**config.mk**
```make
export PLATFORM = sky130hd
export DESIGN_NAME = rumble_scheduler
export DESIGN_NICKNAME = d
export VERILOG_FILES = /design/src/rtl/rumble_scheduler.sv
export SDC_FILE = /design/constraint.sdc
export NUM_CORES = 1
export LEC_CHECK = 0
export ABC_CLOCK_PERIOD_IN_PS = 6100
export BUFFER_PORTS_ARGS = -buffer_cell sky130_fd_sc_hd__buf_2
export CAP_MARGIN = 25
export CORE_MARGIN = 5
export CORE_UTILIZATION = 35
export CTS_CLUSTER_SIZE = 30
export DETAILED_ROUTE_END_ITERATION = 10
export MAX_ROUTING_LAYER = met4
export SETUP_SLACK_MARGIN = 0.05
export SYNTH_ARGS = -nofsm -noshare
export SYNTH_HDL_FRONTEND = slang
export SYNTH_SLANG_ARGS = --single-unit
```
**constraint.sdc**
```tcl
create_clock -name fastClock -period 6.1 [get_ports fastClock]
set_input_delay 0.915 -clock fastClock [delete_from_list [all_inputs] [get_ports fastClock]]
set_output_delay 0.915 -clock fastClock [all_outputs]
set_load 0.03 [all_outputs]
```
**src/rtl/rumble_scheduler.sv**
```systemverilog
// Shared rumble pulse-pattern scheduler: command FIFO feeding one on/off phase timer.
// Optional RUMBLE_PREEMPT_EN: urgent commands (cmdData[31]) bypass the FIFO and abort the active pattern.
//
// state | meaning
// IDLE  | no pattern; pops the FIFO head when an entry is waiting
// LOAD  | active command latched, pulse count seeded, on-phase timer loaded
// ON    | addressed player's motor driven until the timer expires
// OFF   | all motors low for the off phase, then next pulse or back to IDLE
module rumble_scheduler #(
  parameter int NUM_PLAYERS = 4,
  parameter int FIFO_DEPTH  = 4,
  parameter int UNIT_CYCLES = 50000
) (
  input  logic                          fastClock,
  input  logic                          reset,
  input  logic                          cmdValid,
  input  logic [31:0]                   cmdData,
  output logic                          cmdReady,
  input  logic                          cancelAll,
  output logic [NUM_PLAYERS-1:0]        motorOut,
  output logic                          busy,
  output logic [$clog2(FIFO_DEPTH):0]   fifoCount,
  output logic                          overflow
);
  localparam int PTR_W   = $clog2(FIFO_DEPTH);
  localparam int CNT_W   = PTR_W + 1;
  localparam int TIMER_W = $clog2(255 * UNIT_CYCLES + 1);
  localparam int CMD_W   = 22;

  typedef enum logic [1:0] {IDLE, LOAD, ON, OFF} stateT;

  stateT              state, nextState;
  logic [CMD_W-1:0]   fifoMem [FIFO_DEPTH];
  logic [PTR_W-1:0]   headPtr, tailPtr;
  logic [CMD_W-1:0]   headCmd, actCmd;
  logic [3:0]         remaining;
  logic [TIMER_W-1:0] timer;
  logic [TIMER_W-1:0] onLen, offLen;
  logic               pushEn, popEn, dropCmd, urgentHit, timerDone, cmdInvalid;
  logic               unusedBits;

`ifdef RUMBLE_PREEMPT_EN
  assign urgentHit  = cmdValid && cmdData[31] && !cancelAll;
  assign unusedBits = ^cmdData[30:22];
`else
  assign urgentHit  = 1'b0;
  assign unusedBits = ^cmdData[31:22];
`endif

  // Timer counts down to zero, so a phase of N cycles loads N-1.
  function automatic logic [TIMER_W-1:0] phaseLen(input logic [7:0] units);
    logic [7:0] u;
    u = (units == 8'd0) ? 8'd1 : units;
    return TIMER_W'(u * UNIT_CYCLES - 1);
  endfunction

  assign onLen      = phaseLen(actCmd[13:6]);
  assign offLen     = phaseLen(actCmd[21:14]);
  assign timerDone  = (timer == '0);
  assign cmdInvalid = (actCmd[5:2] == 4'd0) || ({1'b0, actCmd[1:0]} >= 3'(NUM_PLAYERS));

  assign cmdReady = (fifoCount != CNT_W'(FIFO_DEPTH));
  assign pushEn   = cmdValid && cmdReady && !cancelAll && !urgentHit;
  assign dropCmd  = cmdValid && !cmdReady && !cancelAll && !urgentHit;
  assign headCmd  = fifoMem[headPtr];
  assign busy     = (state != IDLE);

  always_ff @(posedge fastClock) begin
    if (reset) state <= IDLE;
    else       state <= nextState;
  end

  always_comb begin
    nextState = state;
    popEn     = 1'b0;
    case (state)
      IDLE: if (fifoCount != '0) begin
        popEn     = 1'b1;
        nextState = LOAD;
      end
      LOAD: nextState = cmdInvalid ? IDLE : ON;
      ON:   if (timerDone) nextState = OFF;
      OFF:  if (timerDone) nextState = (remaining > 4'd1) ? ON : IDLE;
      default: nextState = IDLE;
    endcase
    if (urgentHit) begin
      popEn     = 1'b0;
      nextState = LOAD;
    end
    if (cancelAll) begin
      popEn     = 1'b0;
      nextState = IDLE;
    end
  end

  // An urgent command kills the drive in the very cycle it arrives.
  always_comb begin
    motorOut = '0;
    for (int i = 0; i < NUM_PLAYERS; i++)
      motorOut[i] = (state == ON) && (actCmd[1:0] == 2'(i)) && !urgentHit;
  end

  always_ff @(posedge fastClock) begin
    if (reset) begin
      actCmd    <= '0;
      remaining <= '0;
      timer     <= '0;
    end else if (cancelAll) begin
      remaining <= '0;
      timer     <= '0;
    end else if (urgentHit) begin
      actCmd <= cmdData[CMD_W-1:0];
    end else begin
      if (popEn) actCmd <= headCmd;
      case (state)
        LOAD: begin
          remaining <= actCmd[5:2];
          timer     <= onLen;
        end
        ON: timer <= timerDone ? offLen : timer - 1'b1;
        OFF: begin
          if (timerDone) begin
            remaining <= remaining - 1'b1;
            timer     <= onLen;
          end else begin
            timer <= timer - 1'b1;
          end
        end
        default: ;
      endcase
    end
  end

  always_ff @(posedge fastClock) begin
    if (pushEn) fifoMem[tailPtr] <= cmdData[CMD_W-1:0];
  end

  always_ff @(posedge fastClock) begin
    if (reset) begin
      headPtr   <= '0;
      tailPtr   <= '0;
      fifoCount <= '0;
      overflow  <= 1'b0;
    end else if (cancelAll) begin
      headPtr   <= '0;
      tailPtr   <= '0;
      fifoCount <= '0;
    end else begin
      if (pushEn) tailPtr <= tailPtr + 1'b1;
      if (popEn)  headPtr <= headPtr + 1'b1;
      case ({pushEn, popEn})
        2'b10:   fifoCount <= fifoCount + 1'b1;
        2'b01:   fifoCount <= fifoCount - 1'b1;
        default: ;
      endcase
      if (dropCmd) overflow <= 1'b1;
    end
  end

endmodule

```
# Yosys cells after proc, flatten, opt, wreduce, memory -nomap -nowiden
# Memory sizes are Yosys's and may differ from the RTL's. A register that Yosys moved wholly into a read port is not among the register bits.
# Index checks and enable logic that the tools add are counted.
# op_classes
n_addsub	8
bitwise	1
reduce_logical	26
eq_ne	12
n_mul	2
n_mux	19
order_cmp	1
# op_table
cell	n
$pmux W24 S3	1
$sub A24 B1 Y24 const B	3
$mux W24	2
$mul A8 B12 Y20 const B	2
$logic_not A24 Y1	1
$logic_not A8 Y1	2
$mux W8	2
$eq A2 B2 Y1 const B	5
$mux W2	5
$logic_and A1 B1 Y1	8
$pmux W2 S4	1
$pmux W4 S2	1
$eq A2 B1 Y1 const B	3
$ne A2 B2 Y1 const B	3
$pmux W3 S2	1
$reduce_and A2 Y1	3
$reduce_bool A2 Y1	3
$reduce_bool A3 Y1	2
$mux W1	5
$add A2 B1 Y2 const B	2
$gt A4 B1 Y1 const B	1
$logic_not A2 Y1	2
$logic_not A4 Y1	1
$mux W4	1
other kinds (8)	9
# totals
ram_bits	88
memories	1
output_inout_bits	10
reg_bits	38
# memory_table
memory	words	word_bits	read_ports	rd_clocked_by_memory_dff	write_ports	line	rtl
fifoMem	4	22	1	1	1	33	logic [CMD_W-1:0] fifoMem [FIFO_DEPTH];

# Logic depth before layout (Yosys ltp)
# logic_depth
word_depth	6
mapped_depth	22
ltp_nobuf	22

# Least setup slack after synthesis
# Ideal clock, no wire load.
# synth_path
path_type	register -> register
startpoint	reg actCmd[9] (read register of fifoMem)
endpoint	reg timer[22]
t_required_ns	5.972
arrival_time_ns	5.262
path_slack_ns	0.710
setup_time_ns	0.128
stages_incl_launch_ff	22
synth_period_minus_slack_ns	5.390
n_path_buf	0
path_cell_list	dfxtp_1 -> inv_1 -> ha_1 -> nand3_1 -> nor3_1 -> nor2_1 -> ha_1 -> ha_1 -> inv_1 -> fa_1 -> inv_1 -> fa_1 -> ha_1 -> nand2b_1 -> a21oi_4 -> nor4_1 -> a311oi_2 -> o2111a_2 -> nand4_1 -> a2111o_1 -> a221oi_1 -> a211oi_1
# synth_between
elab_chain_len	6
# synth_lines
element	line	rtl
from (decl)	35	logic [CMD_W-1:0] headCmd, actCmd;
$logic_not A8 Y1	53	u = (units == 8'd0) ? 8'd1 : units;
$mux W8 *	53	
$mul A8 B12 Y20 *	54	return TIMER_W'(u * UNIT_CYCLES - 1);
$sub A24 B1 Y24 *	54	
$mux W24	122	if (timerDone) begin
$pmux W24 S3 *	115	case (state)
to (signal assigned)	118	timer <= onLen;
to (signal assigned)	124	timer <= onLen;
to (signal assigned)	126	timer <= timer - 1'b1;
to (decl)	37	logic [TIMER_W-1:0] timer;
# Mark *: on every way between the ends. The rest lies on a longest branch, timed or not.
# A chain may end at the register's enable or synchronous reset.

# Worst setup path in the final report
# layout_path
startpoint	reg actCmd[20] (read register of fifoMem)
endpoint	reg timer[23]
# layout_between
elab_chain_len	6
# layout_lines
element	line	rtl
$logic_not A8 Y1	53	
$mux W8 *	53	
$mul A8 B12 Y20 *	54	
$sub A24 B1 Y24 *	54	
$mux W24 *	120	ON: timer <= timerDone ? offLen : timer - 1'b1;
$pmux W24 S3 *	115	
to (signal assigned)	118	
to (signal assigned)	120	
to (signal assigned)	124	
# Marks and branches as above.

==> impl_results.md <==
* Outcome: complete, no violations
* Synth Net Count at approximately 1.2k
* Clock Pin Slew Worst Setup and Hold Paths at approximately 0.06 ns
* Input/output buffers at 35
* DRT Pass-1 Iters at 5
* Area post-placement at between 0.01 and 0.015 mm²
* Wire per inst at ~16 µm
* Post-Place Worst Slack at approximately 0.13 ns
* Worst EP required at 6.39 ns
* DR DRC count at 0
* Post-synthesis cell type count at 98
* Register area share after synthesis at between 30% and 40%
* Vias in the first global route at 7784
* Synth Warn # at 0
* Cell area after layout at 0.0118 mm²
* Top-Level Pins at 46
* WS Path Type: flop to flop
* FF-to-FF End: timer[23]
* Area grow syn2layout at 11.9%
* Tot Pwr at roughly 0.0026 W
* Final min period at ~5.6 ns
* Worst setup margin at just under 0.5 ns
* Fin. Hold Viols at 0
* Root buffer cell: clkbuf_16
* First-pass GRT wire length at about 40 mm
* FF-to-FF path depth at 21
* Hold Path Sink: actCmd[3]
* Tightest Hold Check Type: flop to flop
* Via density per instance at about 5.2
* Crit path max fanout at 9
* Pwr dens at between 200 and 250 mW/mm²
* Die X at roughly 180 µm
* Hold depth at 2
* EDFF count, synth at 88
* Peak VDD IR at 0.000162 V
* Gr ovfl total at 0
* Post-synthesis cell area at 0.0106 mm²
* Final cycle utilization of the critical path at 92.0%
* Core box area at about 0.03 mm²
* Clock Path Buffers at 2
* Max-cap viol count at 0
* Static Leakage at ~4.7 nW
* Final nets at 1247
* CP Launch Type: flop
* Hold WS at roughly 0.47 ns
* Die H at roughly 180 µm
* Worst skew pair latency at between 0.4 and 0.5 ns
* Worst slew margin at between 40% and 50%
* CTS H-tree lvls at 4
* Max Fclk at 178 MHz
* Routed WL at about 24 mm
* Max Slew Vio Count at 0
* Rows at 63
* Worst Setup End Kind: flop
* R2R Path Start: actCmd[20]
* Synth top area share at between 20% and 30%
* Die area at around 0.034 mm²
* Placer Congestion at between 0.8 and 0.9
* CTS tree: done
* CP arrival at between 5 and 6 ns
* Post-route ant nets at 0
* Clock Skew at 0.0192 ns
* GRT Overall Usage at between 10% and 20%
* Initial Utilization at a little over a third
* Clock Sinks at between 100 and 150
* DP HPWL at approximately 18 mm
* Total number of vias at 7702
* Post-CTS Setup Bufs at 0
* RSZ-0062 raised after global routing: no
* Mean post-synth cell area at around 10 µm²
* Mapped Cells at 1035
* FF-to-FF setup slack at ~0.49 ns
* Top_reg_cell synth: edfxtp_1
* Antenna cells at 0
* Number of synthesized register bits at 148
* Worst Hold Launch: actCmd[3]
* Area leader, netlist: edfxtp_1
* Synth async-reset ratio at 0%
* Most common cell after layout, fill and taps aside: ha_1
* DR iter-0 viols at 475
* Final setup TNS at 0 ns
* CTS Buf Count at 17
* Antenna violations before repair at 0
* Largest net degree at the start of global routing at 26
* Setup-failing EPs final at 0
* Layout cell share with drive strength beyond 1 at 13.7%
* Slew @ Worst Pin at about 0.90 ns
* Synth area leaders: edfxtp_1, ha_1, dfxtp_1
* Most frequent cells in the layout: ha_1, nand2_1, nor2_1, edfxtp_1, inv_1
## critical path: stages (launching register included)
cell and delay, ns:
dfxtp_1 0.35, inv_1 0.12, ha_1 0.16, nand3_1 0.14, nor3_4 0.31, nor2_1 0.15
ha_1 0.35, ha_1 0.29, inv_1 0.05, fa_1 0.50, inv_1 0.05, fa_1 0.48
ha_1 0.41, nor2b_1 0.19, o221a_2 0.29, o21ai_1 0.23, xnor2_1 0.19, nor4_4 0.41
nand4_2 0.21, o31a_1 0.33, nor3_1 0.22, a211oi_2 0.05
## cell type report
type	count	area (µm²)
Clock inverter	12	170
Tap cell	390	488
Timing Repair Buffer	50	288
Multi-Input combinational cell	788	6340
Inverter	67	251
Clock buffer	20	437
Sequential cell	148	3840
Fill cell	2865	17900
## worst max path at each step
| stage | startpoint | to | slack [ns] |
|---|---|---|---|
| after detailed placement | actCmd[20] | timer[23] | 0.13 |
| after global routing | actCmd[20] | timer[23] | 0.06 |
| final | actCmd[20] | timer[23] | 0.49 |
| after floorplan | actCmd[9] | timer[22] | 0.71 |
| after global placement | actCmd[20] | timer[23] | 0.20 |
| after CTS | actCmd[20] | timer[23] | 0.1 |
## synth_stat cells, types with 4 or more instances
master and number:
and3_1 7, nand4_1 9, xor2_1 22, o21ai_1 9, nor2_1 98, a21o_1 9
nand2b_1 14, o211ai_1 4, o21ai_0 33, or3_1 10, nor2b_1 9, o31ai_1 4
and2_1 9, mux4_2 22, a21oi_1 53, o221ai_1 6, nor4_1 7, a31oi_1 7
nand3_1 15, a221oi_1 5, mux2i_1 8, edfxtp_1 88, o31a_1 4, fa_1 25
or2_2 5, ha_1 114, a211oi_1 10, xnor2_1 41, nand2_1 105, dfxtp_1 60
inv_1 66, clkbuf_1 23, nor3_1 30
## routing by layer
| layer | vias to the layer above | global-route usage [%] | routed length, µm |
|---|---|---|---|
| li1 | 3857 | - | - |
| met1 | 3710 | 20.0 | 11500 |
| met2 | 120 | 24.2 | 11400 |
| met3 | 15 | 1.84 | 614 |
| met4 | 0 | 2.96 | 178 |
| met5 | - | - | 0 |
## where the power goes
| part | leakage [nW] | switching (W) | total, W | internal (W) |
|---|---|---|---|---|
| clock | 0.297 | 0.000458 | 0.00111 | 0.000656 |
| combinational | 3.14 | 0.000232 | 0.000378 | 0.000147 |
| sequential | 1.28 | 0.00000969 | 0.00108 | 0.00107 |
| total | 4.72 | 0.000700 | 0.00258 | 0.00188 |
## stage by stage
step	utilization, %	std cells
after floorplan	-	1035
after global placement	37.7	1443
after detailed placement	37.7	1443
after CTS	39.7	1475
after global routing	39.8	1475
final	39.8	1475
## repair_timing
item / 4_1_cts / 5_1_grt
hold buffers: 0 / 0
resized for setup: 0 / 4
setup endpoints to repair: 0 / 11
## flip-flops by register name (all words and copies together), names as in the netlist
signal     count
headPtr        2
timer         24
overflow       1
fifoMem       88
state          2
fifoCount      3
tailPtr        2
remaining      4
actCmd        22
## cells by family after synthesis
kind of cell	Yosys count	synth area share (%)
multiplexers	33	5.77
adder cells (fa/ha/maj)	139	18.2
flip-flops	148	36.4
AND/OR/NAND/NOR	352	16.7
AO/OA/AOI/OAI	200	13.7
buffers and inverters	99	3.77
XOR/XNOR	64	5.38
(Power assumes the default switching activity.)
